File: src/rtl/vco_adc_seq.sv
// vco_adc_seq: conversion sequencer between the host register block and vco_adc.
// Define VCO_ADC_SEQ_AVG_EN to sum the captured samples into one result instead of streaming them.
module vco_adc_seq #(
    parameter int DATA_WIDTH = 32,
    parameter int OSR_WIDTH  = 10,
    parameter int CNT_WIDTH  = 8,
    parameter int OFF_CYCLES = 4
) (
    input  logic                            clk,
    input  logic                            rstn,
    input  logic                            start_i,
    input  logic                            stop_i,
    input  logic [OSR_WIDTH-1:0]            osr_i,
    input  logic [3:0]                      discard_i,
    input  logic [CNT_WIDTH-1:0]            count_i,
    output logic                            adc_enable_o,
    output logic [OSR_WIDTH-1:0]            adc_osr_o,
    input  logic [DATA_WIDTH-1:0]           adc_data_i,
    input  logic                            adc_valid_i,
    output logic [DATA_WIDTH+CNT_WIDTH-1:0] data_o,
    output logic                            valid_o,
    input  logic                            ready_i,
    output logic                            busy_o,
    output logic                            done_o,
    output logic                            overrun_o
);

    localparam int OUT_W = DATA_WIDTH + CNT_WIDTH;
    localparam int OFF_W = $clog2(OFF_CYCLES + 1);
    localparam logic [OFF_W-1:0]     OFF_FULL = OFF_W'(OFF_CYCLES);
    localparam logic [OFF_W-1:0]     OFF_LAST = OFF_W'(OFF_CYCLES - 1);
    localparam logic [CNT_WIDTH-1:0] CNT_MAX  = '1;

    typedef enum logic [2:0] {
        S_IDLE,
        S_RUN_DISCARD,
        S_RUN_CAPTURE,
        S_DRAIN,
        S_OFF
    } state_t;

    state_t               state_q, state_d;
    logic [OSR_WIDTH-1:0] osr_q, osr_d;
    logic [3:0]           disc_q, disc_d;
    logic [CNT_WIDTH-1:0] target_q, target_d;
    logic [CNT_WIDTH-1:0] cap_q, cap_d;
    logic [OFF_W-1:0]     off_q, off_d;
    logic                 en_q, en_d;
    logic [OUT_W-1:0]     data_q, data_d;
    logic                 valid_q, valid_d;
    logic                 done_q, done_d;
    logic                 overrun_q, overrun_d;
`ifdef VCO_ADC_SEQ_AVG_EN
    logic [OUT_W-1:0]     acc_q, acc_d;
`endif

    always_comb begin
        state_d   = state_q;
        osr_d     = osr_q;
        disc_d    = disc_q;
        target_d  = target_q;
        cap_d     = cap_q;
        off_d     = off_q;
        en_d      = en_q;
        data_d    = data_q;
        valid_d   = valid_q & ~ready_i;
        done_d    = 1'b0;
        overrun_d = overrun_q;
`ifdef VCO_ADC_SEQ_AVG_EN
        acc_d     = acc_q;
`endif

        case (state_q)
            S_IDLE: begin
                if (start_i && off_q == OFF_FULL) begin
                    osr_d     = osr_i;
                    disc_d    = discard_i;
                    cap_d     = '0;
                    overrun_d = 1'b0;
                    en_d      = 1'b1;
`ifdef VCO_ADC_SEQ_AVG_EN
                    target_d  = (count_i == '0) ? CNT_WIDTH'(1) : count_i;
                    acc_d     = '0;
`else
                    target_d  = count_i;
`endif
                    state_d   = (discard_i == 4'd0) ? S_RUN_CAPTURE : S_RUN_DISCARD;
                end
            end
            S_RUN_DISCARD: begin
                if (adc_valid_i && disc_q != 4'd0) begin
                    disc_d = disc_q - 4'd1;
                    if (disc_q == 4'd1) state_d = S_RUN_CAPTURE;
                end
                if (stop_i) state_d = S_DRAIN;
            end
            S_RUN_CAPTURE: begin
                if (adc_valid_i) begin
                    if (cap_q != CNT_MAX) cap_d = cap_q + 1'b1;
`ifdef VCO_ADC_SEQ_AVG_EN
                    acc_d = acc_q + OUT_W'(adc_data_i);
`else
                    // A full register being read this cycle frees the slot for the new sample.
                    if (!valid_q || ready_i) begin
                        data_d  = OUT_W'(adc_data_i);
                        valid_d = 1'b1;
                    end else begin
                        overrun_d = 1'b1;
                    end
`endif
                    if (target_q != '0 && cap_d == target_q) state_d = S_DRAIN;
                end
                if (stop_i) state_d = S_DRAIN;
            end
            S_DRAIN: begin
                if (!valid_q) begin
                    state_d = S_OFF;
                    off_d   = '0;
                end
            end
            S_OFF: begin
                if (off_q == OFF_LAST) begin
                    state_d = S_IDLE;
                    off_d   = OFF_FULL;
                    done_d  = 1'b1;
                end else begin
                    off_d = off_q + 1'b1;
                end
            end
            default: state_d = S_IDLE;
        endcase

        // Every path into DRAIN drops the ADC enable; in averaging mode it also publishes the sum.
        if (state_d == S_DRAIN && state_q != S_DRAIN) begin
            en_d = 1'b0;
`ifdef VCO_ADC_SEQ_AVG_EN
            data_d  = acc_d;
            valid_d = 1'b1;
`endif
        end
    end

    always_ff @(posedge clk) begin
        if (!rstn) begin
            state_q   <= S_IDLE;
            osr_q     <= '0;
            disc_q    <= '0;
            target_q  <= '0;
            cap_q     <= '0;
            off_q     <= OFF_FULL;
            en_q      <= 1'b0;
            data_q    <= '0;
            valid_q   <= 1'b0;
            done_q    <= 1'b0;
            overrun_q <= 1'b0;
`ifdef VCO_ADC_SEQ_AVG_EN
            acc_q     <= '0;
`endif
        end else begin
            state_q   <= state_d;
            osr_q     <= osr_d;
            disc_q    <= disc_d;
            target_q  <= target_d;
            cap_q     <= cap_d;
            off_q     <= off_d;
            en_q      <= en_d;
            data_q    <= data_d;
            valid_q   <= valid_d;
            done_q    <= done_d;
            overrun_q <= overrun_d;
`ifdef VCO_ADC_SEQ_AVG_EN
            acc_q     <= acc_d;
`endif
        end
    end

    assign adc_enable_o = en_q;
    assign adc_osr_o    = osr_q;
    assign data_o       = data_q;
    assign valid_o      = valid_q;
    assign busy_o       = (state_q != S_IDLE);
    assign done_o       = done_q;
    assign overrun_o    = overrun_q;

endmodule

File: config.mk
export PLATFORM = sky130hd
export DESIGN_NAME = vco_adc_seq
export DESIGN_NICKNAME = d
export VERILOG_FILES = /design/src/rtl/vco_adc_seq.sv
export SDC_FILE = /design/constraint.sdc
export NUM_CORES = 1
export LEC_CHECK = 0
export ABC_AREA = 1
export CORE_MARGIN = 1.5
export CORE_UTILIZATION = 48
export CTS_CLUSTER_SIZE = 28
export DETAILED_ROUTE_END_ITERATION = 8
export PLACE_DENSITY = 0.94
export SYNTH_ARGS = -nofsm -noshare
export SYNTH_HDL_FRONTEND = slang
export SYNTH_SLANG_ARGS = --single-unit
export TNS_END_PERCENT = 20
File: constraint.sdc
create_clock -name clk -period 3.2 [get_ports clk]
set_input_delay 0.48 -clock clk [delete_from_list [all_inputs] [get_ports clk]]
set_output_delay 0.48 -clock clk [all_outputs]
set_load 0.01 [all_outputs]
# ---- Word-level counts from Yosys, hierarchy flattened
# Index checks and enable logic that the tools add are counted.
dict set report classes {
  addsub 3
  eq_ne 16
  n_mux 31
  bitwise 3
  n_reduce_logical 22
}
# cell count
set ops {}
lappend ops {{8-bit two-way mux} 5}
lappend ops {{3-bit two-way mux} 11}
lappend ops {{8-bit one-hot mux with 2 select lines} 1}
lappend ops {{3-bit one-hot mux with 5 select lines} 1}
lappend ops {{3-bit by 2-bit equality test with 1-bit output (second input constant)} 4}
lappend ops {{2-bit inequality test (second input constant)} 5}
lappend ops {{3-bit AND reduction} 3}
lappend ops {{8-bit by 1-bit adder with 8-bit output (second input constant)} 1}
lappend ops {{8-bit equality test} 1}
lappend ops {{4-bit two-way mux} 2}
lappend ops {{8-bit inequality test (second input constant)} 1}
lappend ops {{4-bit one-hot mux with 2 select lines} 1}
lappend ops {{8-bit nonzero test} 1}
lappend ops {{1-bit two-way mux} 7}
lappend ops {{3-bit equality test (second input constant)} 2}
lappend ops {{3-bit one-hot mux with 2 select lines} 1}
lappend ops {{2-bit AND reduction} 3}
lappend ops {{2-bit nonzero test} 3}
lappend ops {{4-bit by 1-bit equality test with 1-bit output (second input constant)} 1}
lappend ops {{1-bit logical AND} 4}
lappend ops {{4-bit logical NOT} 1}
lappend ops {{4-bit AND reduction} 1}
lappend ops {{4-bit nonzero test} 1}
lappend ops {{4-bit by 1-bit subtractor with 4-bit output (second input constant)} 1}
lappend ops {{12 further kinds} 13}
dict set report totals {
  ff_bits 72
  inputBits 60
  output_inout_bits 55
  word_cells 86
}

# ---- Depth between registers and ports, before layout
dict set report logic_depth {
  word_depth 13
  mapped_depth 14
  mapped_depth_nobuf 14
}

# ---- Worst setup path after synthesis
# OpenSTA, ideal clock, no wires.
dict set report synth_path {
  path_type {flip-flop to flip-flop}
  start {register cap_q[0]}
  end {register en_q (netlist: adc_enable_o)}
  setup_ps 119
  arrival_time_ps 1558
  required_ps 3081
  slack_ps 1522
  path_stages_with_launch 14
  path_buffers 0
  period_less_slack_ps 1678
  cell_sequence {dfxtp_1 -> ha_1 -> nand2_2 -> nor2_4 -> nand2_4 -> nand2_2 -> and2_4 -> nor2_2 -> nor2_1 -> nand3_1 -> o21bai_1 -> nand2_1 -> nand2_1 -> a21oi_1}
}
dict set report synth_via {
  elab_chain_cells 13
  word_cells_on_any_way 14
  cone_classes {1 x add/sub; 3 x eq/ne; 7 x mux; 3 x reduce/logical}
}
# element line
set synth_lines {}
lappend synth_lines {{start: declaration} 46} ;# logic [CNT_WIDTH-1:0] cap_q, cap_d;
lappend synth_lines {{start signal: assignment} 164} ;# cap_q <= cap_d;
lappend synth_lines {{8-bit by 1-bit adder with 8-bit output / 8-bit inequality test (equally long branches)} 99} ;# if (cap_q != CNT_MAX) cap_d = cap_q + 1'b1;
lappend synth_lines {{8-bit two-way mux (*)} 99}
lappend synth_lines {{8-bit two-way mux (*)} 98} ;# if (adc_valid_i) begin
lappend synth_lines {{8-bit two-way mux (*)} 73} ;# case (state_q)
lappend synth_lines {{8-bit equality test (*)} 111} ;# if (target_q != '0 && cap_d == target_q) state_d = S_DRAIN;
lappend synth_lines {{1-bit logical AND (*)} 111}
lappend synth_lines {{3-bit two-way mux (*)} 111}
lappend synth_lines {{3-bit two-way mux (*)} 98}
lappend synth_lines {{3-bit two-way mux (*)} 113} ;# if (stop_i) state_d = S_DRAIN;
lappend synth_lines {{3-bit one-hot mux with 5 select lines (*)} 73}
lappend synth_lines {{3-bit by 2-bit equality test with 1-bit output (*)} 134} ;# if (state_d == S_DRAIN && state_q != S_DRAIN) begin
lappend synth_lines {{1-bit logical AND (*)} 134}
lappend synth_lines {{2-bit OR reduction (no source line) (*)} -}
lappend synth_lines {{end signal: assignment} 166} ;# en_q <= en_d;
lappend synth_lines {{end: declaration} 48} ;# logic en_q, en_d;
# Mark *: on every way between the ends. The rest lies on a longest branch, timed or not. The select of a mux whose other input is x is not followed.
# A chain may end at the register's enable or synchronous reset.

# ---- Worst setup path after layout
dict set report layout_path {
  start {register state_q[1]}
  end {register data_q[17] (netlist: data_o[17])}
}
dict set report layout_via {
  elab_chain_cells 2
}
# element line
set layout_lines {}
lappend layout_lines {{start: declaration} 42} ;# state_t state_q, state_d;
lappend layout_lines {{start signal: assignment} 160} ;# state_q <= state_d;
lappend layout_lines {{3-bit by 2-bit equality test with 1-bit output} 73}
lappend layout_lines {{3-bit AND reduction (no source line)} -}
lappend layout_lines {{end signal: assignment} 167} ;# data_q <= data_d;
lappend layout_lines {{end: declaration} 49} ;# logic [OUT_W-1:0] data_q, data_d;
# No other way between the ends.

==> results_dict.tcl <==
set metrics [dict create \
    dr.first_iter.drc_count 228 \
    worstSetupPathType "flip-flop to flip-flop" \
    ys_warn_count 0 \
    synth_area_mm2 0.00322 \
    ir_worst_vdd_mv 0.322 \
    io_buffers 106 \
    via_per_inst 5.25 \
    die_w_um 85.0 \
    drc 2 \
    grt_pass1_wl_mm 14.8 \
    worstPathCellList "inv_1 -> nor3_2 -> inv_1 -> nor2_2 -> inv_1 -> nor2_2 -> inv_1 -> nor2_1 -> nor2_1" \
    hold_buffers 0 \
    cp_slowest_cell "nor2_2" \
    grt_max_degree 35 \
    crit_arrival_ns 2.47 \
    ios 115 \
    cts_resized 0 \
    cpMostUsedCell "inv_1" \
    p_comb_frac 0.233 \
    async_flop_share 0 \
    htree_levels 3 \
    drt-wirelength-per-cell_um 14.0 \
    n_antenna_cell 0 \
    finalHoldViolCount 0 \
    worstSetupStartpointType "flip-flop" \
    yosys.cell_types.count 32 \
    clock_latency_ns 0.33 \
    cts.clk_slew.worst_paths_ns 0.08 \
    grt_setup_unrepaired "no" \
    grt_usage 0.253 \
    fillers 490 \
    setup_viol 0 \
    synthTopCellsByCount "106 x nor2_1, 72 x dfxtp_1, 69 x nand2_1" \
    fin_crit_ns 2.25 \
    cts_sinks 72 \
    cp-end-kind "flip-flop" \
    power_frac_seq 0.430 \
    path_buf_inv 4 \
    die-area_mm2 0.00722 \
    max_stage_delay_ns 0.40 \
    p_sw_frac 0.283 \
    first_pass_iters 9 \
    post-cts-setup-buffer-count 0 \
    ant_nets 0 \
    rows 29 \
    status "finished, violations left" \
    crit_path_max_fanout 32 \
    synth_top_area_frac 0.447 \
    maxCapViolCount 0 \
    p_sw_uw 683 \
    leakagePower_uw 0.00197 \
    nets 625 \
    hold_ws_ns 0.484 \
    crit_required_ns 3.42 \
    vias 3364 \
    multi_input_area_mm2 0.00152 \
    floorplan.initialDensity 0.502 \
    tns_ns 0 \
    cts_root_buf "clkbuf_8" \
    finClkSkew_ns 0.00617 \
    yosysTopAreaCell "dfxtp_1" \
    cts_buffers 9 \
    area_growth_pct 40.8 \
    wirelength_mm 8.99 \
    clkPwrFrac 0.337 \
    place_hpwl_mm 6.44 \
    syn_avg_cell_area_um2 7.06 \
    finalWeightedCongestion 0.899 \
    grt_pass1_vias 3374 \
    ys_seq_area_frac 0.447 \
    hp-class "flip-flop to flip-flop" \
    post-route-period-util 0.703 \
    ys_top_cells_by_area "dfxtp_1 45%, nor2_1 12%, o21ai_0 8.8%, nand2_1 8.0%, inv_1 4.9%" \
    cts_tree "done" \
    ys.flop_type "dfxtp_1" \
    synth_edf_count 0 \
    fmax_mhz 444 \
    synth_seq_cells 72 \
    die_h_um 85.0 \
    power_density_mw_per_mm2 531 \
    antenna_found_initial 0 \
    clk_path_buf_depth 2 \
    grt-ovfl-total 0 \
    worstMarginPinSlew_ns 0.947 \
    maxSlewViolCount 0 \
    syn_inst 457 \
    cp_top_family "simple AND/OR/NAND/NOR gates" \
    regArea_mm2 0.00144 \
    violations "DRC" \
    drive_gt1_frac 0.0638 \
    core-area_mm2 0.00642 \
    relSlewSlack 0.368 \
    p_int_uw 1730 \
    yosysMostFrequentCell "nor2_1" \
]
[cell usage in the layout (no fill, tap or decap), types with 3 or more instances in the layout]
cell type and instances:
nand3b_1 3, nor2_2 4, buf_4 4, o21ai_1 4, o21ai_0 57, conb_1 8, clkdlybuf4s50_1 106, nand3_1 18
nand2_1 69, inv_1 42, a21oi_1 23, nand2_2 4, dfxtp_1 72, ha_1 6, a31oi_1 3, nor2_1 106
clkbuf_8 11
[worst min-delay path, cell delays in order, from the launching register on]
cell     delay, ns
dfxtp_1       0.33
nand2_1       0.06
a21oi_1       0.05
[power groups by stage]
stage          Combinational, uW  Sequential, uW  Clock [uW]
6_report                     561            1040         814
5_1_grt                      625            1040         866
3_5_place_dp                 551            1050           0
2_1_floorplan                280            1070           0
3_3_place_gp                 531            1050           0
4_1_cts                      562            1030         825
[through the flow]
stage	instances	total power [uW]	cell area, um2	util	worst slack, ns
floorplan	464	1350	3250	-	1.52
global placement	625	1580	4310	0.671	0.740
detailed placement	625	1600	4310	0.671	0.711
CTS	641	2420	4540	0.707	0.965
global route	641	2540	4540	0.707	0.745
finish	641	2410	4540	0.707	0.949
[final timing paths]
check	startpoint	endpoint	slack, ns	cells past startpoint
setup / recovery	state_q[1]	data_o[17]	0.95	9
hold / removal	off_q[1]	off_q[1]	0.48	2
hold reg to reg	off_q[1]	off_q[1]	0.48	2
setup reg to reg	state_q[1]	data_o[17]	0.95	9
[flip-flops by register name (all words and copies together), names as in the netlist]
signal / count
data_o: 32
disc_q: 4
adc_osr_o: 10
done_o: 1
target_q: 8
adc_enable_o: 1
state_q: 3
overrun_o: 1
cap_q: 8
valid_o: 1
off_q: 3
[logic make-up after synthesis]
family	count (synthesis)	share of synthesized area
AND/OR/NAND/NOR	215	0.283
AO/OA/AOI/OAI	92	0.149
flip-flops	72	0.447
buffers and inverters	68	0.0885
adder cells (fa/ha/maj)	6	0.0233
XOR/XNOR	3	0.00815
other	1	0.00116
[metal layers]
metal	vias to the layer above	share of wire	track usage
li1	1638	-	-
met1	1556	0.40	0.286
met2	139	0.49	0.425
met3	31	0.079	0.0807
met4	0	0.027	0.136
met5	-	0	0
[area by class of cell]
type,count,area share
well taps,77,0.0212
clock inverters,5,0.0174
multi-input cells,324,0.336
clock buffers,11,0.0333
flip-flops and latches,72,0.317
repair buffers,110,0.240
inverters,42,0.0347
Note: power is estimated with default switching activity, not from simulation.
